==> src/rtl/memory_port_arbiter.sv <==
// memory_port_arbiter: shares one memory port between fetch and data, one outstanding transaction.
// Optional fetch starvation guard enabled by defining MEM_ARB_STARVE_GUARD_EN.
module memory_port_arbiter #(
  parameter int ADDR_WIDTH   = 32,
  parameter int DATA_WIDTH   = 32,
  parameter int STARVE_LIMIT = 4
) (
  input  logic                    clk,
  input  logic                    reset,
  input  logic                    fetchReq,
  input  logic [ADDR_WIDTH-1:0]   fetchAdr,
  output logic [DATA_WIDTH-1:0]   fetchRdata,
  output logic                    fetchValid,
  input  logic                    dataReq,
  input  logic                    dataWriteEn,
  input  logic [ADDR_WIDTH-1:0]   dataAdr,
  input  logic [DATA_WIDTH-1:0]   dataWdata,
  input  logic [DATA_WIDTH/8-1:0] dataByteEn,
  output logic [DATA_WIDTH-1:0]   dataRdata,
  output logic                    dataValid,
  output logic                    memReq,
  output logic                    memWriteEn,
  output logic [ADDR_WIDTH-1:0]   memAdr,
  output logic [DATA_WIDTH-1:0]   memWdata,
  output logic [DATA_WIDTH/8-1:0] memByteEn,
  input  logic                    memReady,
  input  logic [DATA_WIDTH-1:0]   memRdata,
  input  logic                    memRvalid,
  output logic                    StallFetch,
  output logic                    StallData
);
  typedef enum logic [1:0] {IDLE, REQ, RESP} state_t;
  typedef enum logic {FETCH, DATA} owner_t;
  state_t state, state_nx;
  owner_t owner;
  logic done, arb, grant_data, force_fetch;
  if (DATA_WIDTH % 8 != 0 || STARVE_LIMIT < 1) begin : g_cfg_check
    $error("memory_port_arbiter: unsupported parameter combination");
  end
  // Completion is suppressed during reset so an aborted transaction never pulses Valid.
  assign done       = state == RESP && memRvalid && !reset;
  assign fetchValid = done && owner == FETCH;
  assign dataValid  = done && owner == DATA;
  assign fetchRdata = memRdata;
  assign dataRdata  = memRdata;
  assign StallFetch = fetchReq & ~fetchValid;
  assign StallData  = dataReq & ~dataValid;
  // Stall terms double as pending requests: the completing requester is masked.
  assign arb        = (state == IDLE || done) && (StallFetch || StallData);
  assign grant_data = StallData && !(force_fetch && StallFetch);
`ifdef MEM_ARB_STARVE_GUARD_EN
  localparam int CW = $clog2(STARVE_LIMIT + 1);
  logic [CW-1:0] starve;
  always_ff @(posedge clk)
    if (reset || !fetchReq || (arb && !grant_data))
      starve <= '0;
    else if (arb && starve != CW'(STARVE_LIMIT))
      starve <= starve + 1'b1;
  assign force_fetch = starve == CW'(STARVE_LIMIT);
`else
  assign force_fetch = 1'b0;
`endif
  always_ff @(posedge clk)
    state <= reset ? IDLE : state_nx;
  always_comb begin
    state_nx = state;
    state_nx = arb ? REQ :
               state == REQ  ? (memReady ? RESP : REQ) :
               state == RESP ? (memRvalid ? IDLE : RESP) : IDLE;
  end
  always_ff @(posedge clk)
    if (reset) begin
      owner      <= FETCH;
      memReq     <= 1'b0;
      memWriteEn <= 1'b0;
      memAdr     <= '0;
      memWdata   <= '0;
      memByteEn  <= '0;
    end else if (arb) begin
      owner      <= grant_data ? DATA : FETCH;
      memReq     <= 1'b1;
      memWriteEn <= grant_data & dataWriteEn;
      memAdr     <= grant_data ? dataAdr : fetchAdr;
      memWdata   <= grant_data ? dataWdata : '0;
      memByteEn  <= grant_data ? dataByteEn : '1;
    end else if (state == REQ && memReady) begin
      memReq     <= 1'b0;
    end
endmodule
==> config.mk <==
export PLATFORM = sky130hd
export DESIGN_NAME = memory_port_arbiter
export DESIGN_NICKNAME = d
export VERILOG_FILES = /design/src/rtl/memory_port_arbiter.sv
export SDC_FILE = /design/constraint.sdc
export NUM_CORES = 1
export LEC_CHECK = 0
export BUFFER_PORTS_ARGS = -buffer_cell sky130_fd_sc_hd__buf_2
export CAP_MARGIN = 20
export CORE_AREA = 2 2 109 111
export DETAILED_ROUTE_END_ITERATION = 8
export DIE_AREA = 0 0 111 113
export MAX_ROUTING_LAYER = met4
export PLACE_DENSITY = 0.76
export SYNTH_ARGS = -nofsm -noshare
export SYNTH_HDL_FRONTEND = slang
export SYNTH_SLANG_ARGS = --single-unit
export TNS_END_PERCENT = 20
==> constraint.sdc <==
create_clock -name clk -period 2.7 [get_ports clk]
set_input_delay 0.27 -clock clk [delete_from_list [all_inputs] [get_ports clk]]
set_output_delay 0.27 -clock clk [all_outputs]
set_load 0.005 [all_outputs]
-- Word level (Yosys, flattened, before mapping)
Index checks and enable logic that the tools add are counted.
- flip-flop bits (word level): 73
- input port bits: 139
- output and inout port bits: 138
- word-level logic and storage cells: 39
- equality and inequality tests: 2
- mux-type cells: 11
- bitwise logic cells: 6
- reductions and logical operators: 12
- operator list (operator ; count):
    2-to-1 mux 32 bit ; 2
    2-to-1 mux 2 bit ; 4
    logical AND 1 bit ; 6
    2-to-1 mux 1 bit ; 4
    2-to-1 mux 4 bit ; 1
    bitwise AND 1 bit ; 3
    NOT 1 bit ; 3
    == test 2 x 1 -> 1 bit (second input constant) ; 1
    == test 2 bit (second input constant) ; 1
    zero test 2 bit ; 1
    logical OR 1 bit ; 2
    nonzero test 2 bit ; 1
    OR reduction 2 bit ; 1
    zero test 1 bit ; 1

-- Logic depth before layout (Yosys ltp)
Gate-level depths: netlist of run 1.
- depth in word-level cells: 9
- gate-level depth with buffers: 7
- mapped depth without buffers: 4

-- Worst setup path after synthesis of run 1
OpenSTA, ideal clock, no wires.
- path type: reg2out
- from: register state[1]
- to: output port StallFetch
- arrival time: 1373 ps
- required time: 2430 ps
- setup slack: 1057 ps
- stages on the path, launching flop included: 6
- buffers on the path: 2
- cells stage by stage: dfxtp_1 > or3b_1 > buf_2 > buf_2 > nor3_1 > nor2_1
- word-level cells in the longest chain between the ends: 6
- RTL lines (element ; RTL line ; RTL):
    start, declared ; 34 ; state_t state, state_nx;
    start signal, assigned ; 64 ; state <= reset ? IDLE : state_nx;
    == test 2 bit ; 41 ; assign done = state == RESP && memRvalid && !reset;
    logical AND 1 bit (2 in a row) ; 41 ;
    logical AND 1 bit ; 42 ; assign fetchValid = done && owner == FETCH;
    net fetchValid ; 13 ; output logic fetchValid,
    NOT 1 bit ; 46 ; assign StallFetch = fetchReq & ~fetchValid;
    bitwise AND 1 bit ; 46 ;
    end, declared ; 29 ; output logic StallFetch,
The timed path passes the listed nets, and every way through them passes these cells.

-- Final worst setup path of run 1
- from: register state[1]
- to: output port StallData
- word-level cells in the longest chain between the ends: 6
- RTL lines (element ; RTL line ; RTL):
    == test 2 bit ; 41 ;
    logical AND 1 bit (2 in a row) ; 41 ;
    logical AND 1 bit ; 43 ; assign dataValid = done && owner == DATA;
    NOT 1 bit ; 47 ; assign StallData = dataReq & ~dataValid;
    bitwise AND 1 bit ; 47 ;
    end, declared ; 30 ; output logic StallData
No other way between the ends.

==> impl_metrics.toml, run 1 <==
[timing]
slew_viol_final = 0
hold_ws_ns = 0.158
fin_tns_setup_ns = 0
rsz0062_at_grt = "false"
setup_viol = 0
timing.final.crit_period_ns = 2.35
setup_ws_ns = 0.351
finalHoldViolations = 0
clock_skew_ns = 0.00458
timing.fmax_mhz = 426
timing.final.crit_share = 0.870
max-slew-margin-rel = 0.482
tightest_slew_ns = 0.776

[clock_tree]
cts_buffers = 9
root_buffer = "clkbuf_16"
cts_sinks = 73
cts_tree = "done"
postCtsResizedCells = 0
cts_max_level = 3
cts_max_path_buffers = 2
holdBufCountCts = 0
clk_transition_reported_paths_ns = 0.06
insertion_delay_ns = 0.32
postCtsSetupBuffers = 0

[critical_path]
arrival_ns = 2.08
reg2reg_from = "state[1]$_SDFF_PP0_"
reg2reg_depth = 5
max_stage_delay_ns = 0.62
critical_path_class = "reg -> out"
critPathMostFrequentCell = "nor2_1"
path_cells = "or3b_1, buf_4, nor2_1, nor2_1, buf_2"
rrSetupSlack_ns = 0.63
r2r_end = "memAdr[3]$_SDFFE_PP0P_"
cp_data_required_time_ns = 2.43
cp_max_fo = 21
critical-path-top-delay-family = "simple AND/OR/NAND/NOR gates"
crit_buf_inv = 2
crit_path_start_kind = "flop"
critPathSlowestCell = "or3b_1"
critPathCaptureType = "output port"

[place]
dp_slack_ns = 0.471
numPortBuffers = 180
numPlacedInstances = 638
gp_congestion = 0.807
place_hpwl_mm = 8.89
postPlaceCellArea_um2 = 4300

[route]
via_per_inst = 5.72
first_pass_iters = 5
avgRoutedWirePerCell_um = 18.7
drc = 0
routed_wl_mm = 12.2
drtAntennaViolNets = 0
drtIter0Drc = 332
vias = 3749

[floorplan]
die-area_um2 = 12500
fp.dieW_um = 111
core_area_um2 = 11300
ios = 277
rows = 39
chipHeight_um = 113
start_util = 0.341

[logic_synthesis]
syn_nets = 554
synth_largest_area_cell = "dfxtp_1"
yosysSeqAreaShare = 0.380
synth_seq_cells = 73
yosysWarnings = 0
synthCells = 415
synth.top_cells.by_area = "dfxtp_1 38%, buf_4 13%, o221a_1 11%, a22o_1 7.5%, a31oi_1 5.2%"
syn-cell-area_um2 = 3840
synth.avg_cell_area_um2 = 9.26
synth.distinct_cells = 30
synth_top_cell_area_share = 0.380

[grt]
grt_usage = 0.190
globalRoute.totalOverflow = 0
antenna_found_initial = 0
grt_pass1_vias = 3470
grt_util_met2 = 0.331
grt_max_degree = 65
grt_use_met3 = 0.0498
grt-busiest-layer = "met2"
grtUsageMet1 = 0.203
grt_first_pass_wirelength_mm = 18.6

[power_and_ir_drop]
vdd_ir_drop_max_mv = 0.597
p_per_area_nw_per_um2 = 647
power.leakage_nw = 2.00

[hold_path]
hold_depth = 2
holdCritPathClass = "in -> reg"
hold_start = "dataWdata[7]"
whs_endpoint = "memWdata[7]$_SDFFE_PP0P_"

[status]
run_status = "completed"

[layout]
area_growth_pct = 20.2
fin_cells = 655
nNetsFinal = 646
fill_cells = 1107
layout_common_cells = "180 x buf_2, 73 x dfxtp_1, 36 x o221a_1"
drive_above_1_share = 0.424
final_area_um2 = 4620
diodes = 0
final_common_cell = "buf_2"

[job]
maxCapViolations = 0
## routing by layer
metal	vias up	part of all wire
li1	1724	-
met1	1744	0.37
met2	259	0.50
met3	22	0.10
met4	0	0.023
met5	-	0
## final cells by class
cell class | count | area, um2 | area share
Clock buffer | 9 | 225 | 0.0488
Sequential cell | 73 | 1460 | 0.317
Clock inverter | 7 | 77.6 | 0.0168
Timing Repair Buffer | 191 | 991 | 0.215
Multi-Input combinational cell | 227 | 1660 | 0.360
Inverter | 5 | 18.8 | 0.00407
Tap cell | 143 | 179 | 0.0388
## worst register-to-register path, cell delays in order (launching register included)
cell,delay (ns)
dfxtp_1,0.47
or3b_1,0.62
buf_4,0.33
o21ai_1,0.15
a31oi_1,0.13
o221a_1,0.27
## synthesized netlist by cell type
cell type and instances:
a2111oi_2 2, a211o_4 1, a21o_1 1, a21oi_1 1, a22o_1 33, a31oi_1 32
and2_1 2, and3_1 1, buf_2 15, buf_4 64, buf_6 4, clkbuf_1 27
dfxtp_1 73, inv_1 3, inv_2 2, nand2_1 2, nand3_1 33, nand3b_1 1
nor2_1 3, nor2_8 1, nor2b_1 4, nor3_1 2, nor3_4 1, nor3b_4 1
nor4_1 32, o21a_1 2, o21ai_1 33, o221a_1 36, o31ai_1 1, or3b_1 2
## how the worst max path moves through the flow
stage                                   start  slack (ns)                        to  cells past startpoint
after detailed placement  state[1]$_SDFF_PP0_        0.47  memWdata[4]$_SDFFE_PP0P_                      4
final                     state[1]$_SDFF_PP0_        0.35                 StallData                      5
after global placement                  reset        0.61    memAdr[3]$_SDFFE_PP0P_                      6
after CTS                 state[1]$_SDFF_PP0_        0.32                 StallData                      5
after global routing      state[0]$_SDFF_PP0_        0.21                 StallData                      5
after floorplan           state[1]$_SDFF_PP0_        1.06                StallFetch                      5
## sequential cells by signal (all words and copies together) (netlist names)
register / flops
memAdr: 32
memWriteEn: 1
memByteEn: 4
memReq: 1
state: 2
memWdata: 32
owner: 1
## metrics by stage
stage               power [mW]  utilization
global placement          1.79        0.381
finish                    2.99        0.410
global route              3.12        0.410
CTS                       3.02        0.408
detailed placement        1.81        0.381
floorplan                 1.63            -
## power breakdown
| part | total [mW] | switching, mW | internal, mW |
|---|---|---|---|
| clock | 1.20 | 0.476 | 0.723 |
| sequential | 1.25 | 0.0635 | 1.18 |
| combinational | 0.542 | 0.287 | 0.256 |
## logic make-up after synthesis
logic type,share of synthesized area
AO/OA/AOI/OAI,0.297
buffers and inverters,0.188
flip-flops,0.380
AND/OR/NAND/NOR,0.135
(Power assumes the default switching activity.)
==> inputs of run 2 (changes only) <==
- PLACE_DENSITY: 0.76 -> 0.69
- SETUP_SLACK_MARGIN: unset -> 0.5
==> run 2 against run 1 <==
Net effect: sequential power about the same; maximum frequency increased by 13%; non-clock buffer count grew 3; count of clock-buffer cells in the layout is 2 higher; register-to-register slack gained 0.07 ns; final cell count grew 0.46%.
==> impl_metrics.toml, run 2 (synthesis results as in run 1) <==
[layout]
nNetsFinal = 650
fin_cells = 658
drive_above_1_share = 0.429
post-route-util = 0.414
final_area_um2 = 4660
final_common_cell = "buf_2"
diodes = 0
layout_common_cells = "180 x buf_2, 72 x dfxtp_1, 36 x o221a_1"
area_growth_pct = 21.4
reg.largest.list = "memAdr x32, memWdata x32, memByteEn x4"

[power_and_ir_drop]
p_per_area_nw_per_um2 = 643
total_power_mw = 3.00
vdd_ir_drop_max_mv = 0.338
power.leakage_nw = 2.03

[timing]
timing.final.crit_period_ns = 2.08
hold_ws_ns = 0.162
timing.fmax_mhz = 480
timing.final.crit_share = 0.772
setup_viol = 0
slew_viol_final = 0
finalHoldViolations = 0
rsz0062_at_grt = "false"
tightest_slew_ns = 0.703
clock_skew_ns = 0.00419
setup_ws_ns = 0.616
fin_tns_setup_ns = 0
max-slew-margin-rel = 0.530

[route]
via_per_inst = 5.56
vias = 3656
drc = 0
drtAntennaViolNets = 0
avgRoutedWirePerCell_um = 18.4
routed_wl_mm = 12.1
first_pass_iters = 4
drtIter0Drc = 236

[critical_path]
critical_path_class = "reg -> out"
critical-path-top-delay-family = "simple AND/OR/NAND/NOR gates"
startpoint = "state[0]$_SDFF_PP0_"
crit_buf_inv = 2
cp_data_required_time_ns = 2.43
path_cells = "or3b_1, buf_4, nor3_2, nor2_1, buf_2"
cp_max_fo = 34
max_stage_delay_ns = 0.42
crit_path_start_kind = "flop"
critPathSlowestCell = "dfxtp_1"
reg2reg_from = "state[0]$_SDFF_PP0_"
arrival_ns = 1.81
critPathCaptureType = "output port"

[job]
maxCapViolations = 0

[grt]
grt_usage = 0.196
grt_first_pass_wirelength_mm = 19.1
antenna_found_initial = 0
globalRoute.totalOverflow = 0
grt_pass1_vias = 3643
grt_max_degree = 65

[clock_tree]
holdBufCountCts = 0
root_buffer = "clkbuf_16"
cts_buffers = 9
insertion_delay_ns = 0.33
postCtsSetupBuffers = 0
clk_transition_reported_paths_ns = 0.06
cts_max_path_buffers = 2
cts_sinks = 73
cts_tree = "done"
cts_max_level = 3

[floorplan]
core_area_um2 = 11300
chipHeight_um = 113
rows = 39
start_util = 0.341
fp.dieW_um = 111
die-area_um2 = 12500
ios = 277

[place]
numPortBuffers = 180
numPlacedInstances = 641
dp_slack_ns = 0.304
place_hpwl_mm = 8.64
gp_congestion = 0.874
postPlaceCellArea_um2 = 4320

[hold_path]
hold_start = "dataWdata[24]"
holdCritPathClass = "in -> reg"

[status]
run_status = "completed"
-- run 2: cell types whose count changed in the layout (fill, tap and decap cells not counted), moves of 2 or more --
| cell | before | now |
|---|---|---|
| nor3_2 | 0 | 2 |
| clkbuf_8 | 0 | 2 |
| buf_4 | 10 | 13 |
| clkinv_4 | 2 | 0 |
-- run 2: metal layers --
metal | part of all wire | vias to the layer above | track usage
li1 | - | 1734 | -
met1 | 0.39 | 1679 | 0.206
met2 | 0.50 | 215 | 0.346
met3 | 0.089 | 28 | 0.0627
met4 | 0.023 | 0 | 0.0683
met5 | 0 | - | -
-- run 2: worst paths after layout --
path | endpoint | slack, ns | cells after the start
setup / recovery | StallFetch | 0.62 | 5
setup reg to reg | memWdata[25]$_SDFFE_PP0P_ | 0.70 | 6
hold / removal | memWdata[24]$_SDFFE_PP0P_ | 0.16 | 2
hold reg to reg | memWdata[22]$_SDFFE_PP0P_ | 0.47 | 1
-- run 2: layout make-up --
type / instances / area [um2]
Inverter: 5 / 18.8
Clock buffer: 11 / 253
Timing Repair Buffer: 194 / 1010
Tap cell: 143 / 179
Sequential cell: 73 / 1460
Fill cell: 1105 / 6610
Clock inverter: 4 / 51.3
Multi-Input combinational cell: 228 / 1690
-- run 2: report_power, final --
group	internal (mW)	leakage (nW)	total (mW)	switching [mW]
registers	1.18	0.604	1.25	0.0633
logic	0.262	1.27	0.556	0.294
clock network	0.762	0.148	1.20	0.436
total	2.21	2.03	3.00	0.794
-- run 2: repair_timing --
item	4_1_cts	5_1_grt
cloned	1	0
endpoints found under the hold margin	0	0
gates resized for setup	0	3
pin swaps	1	1
setup endpoints to repair	36	30
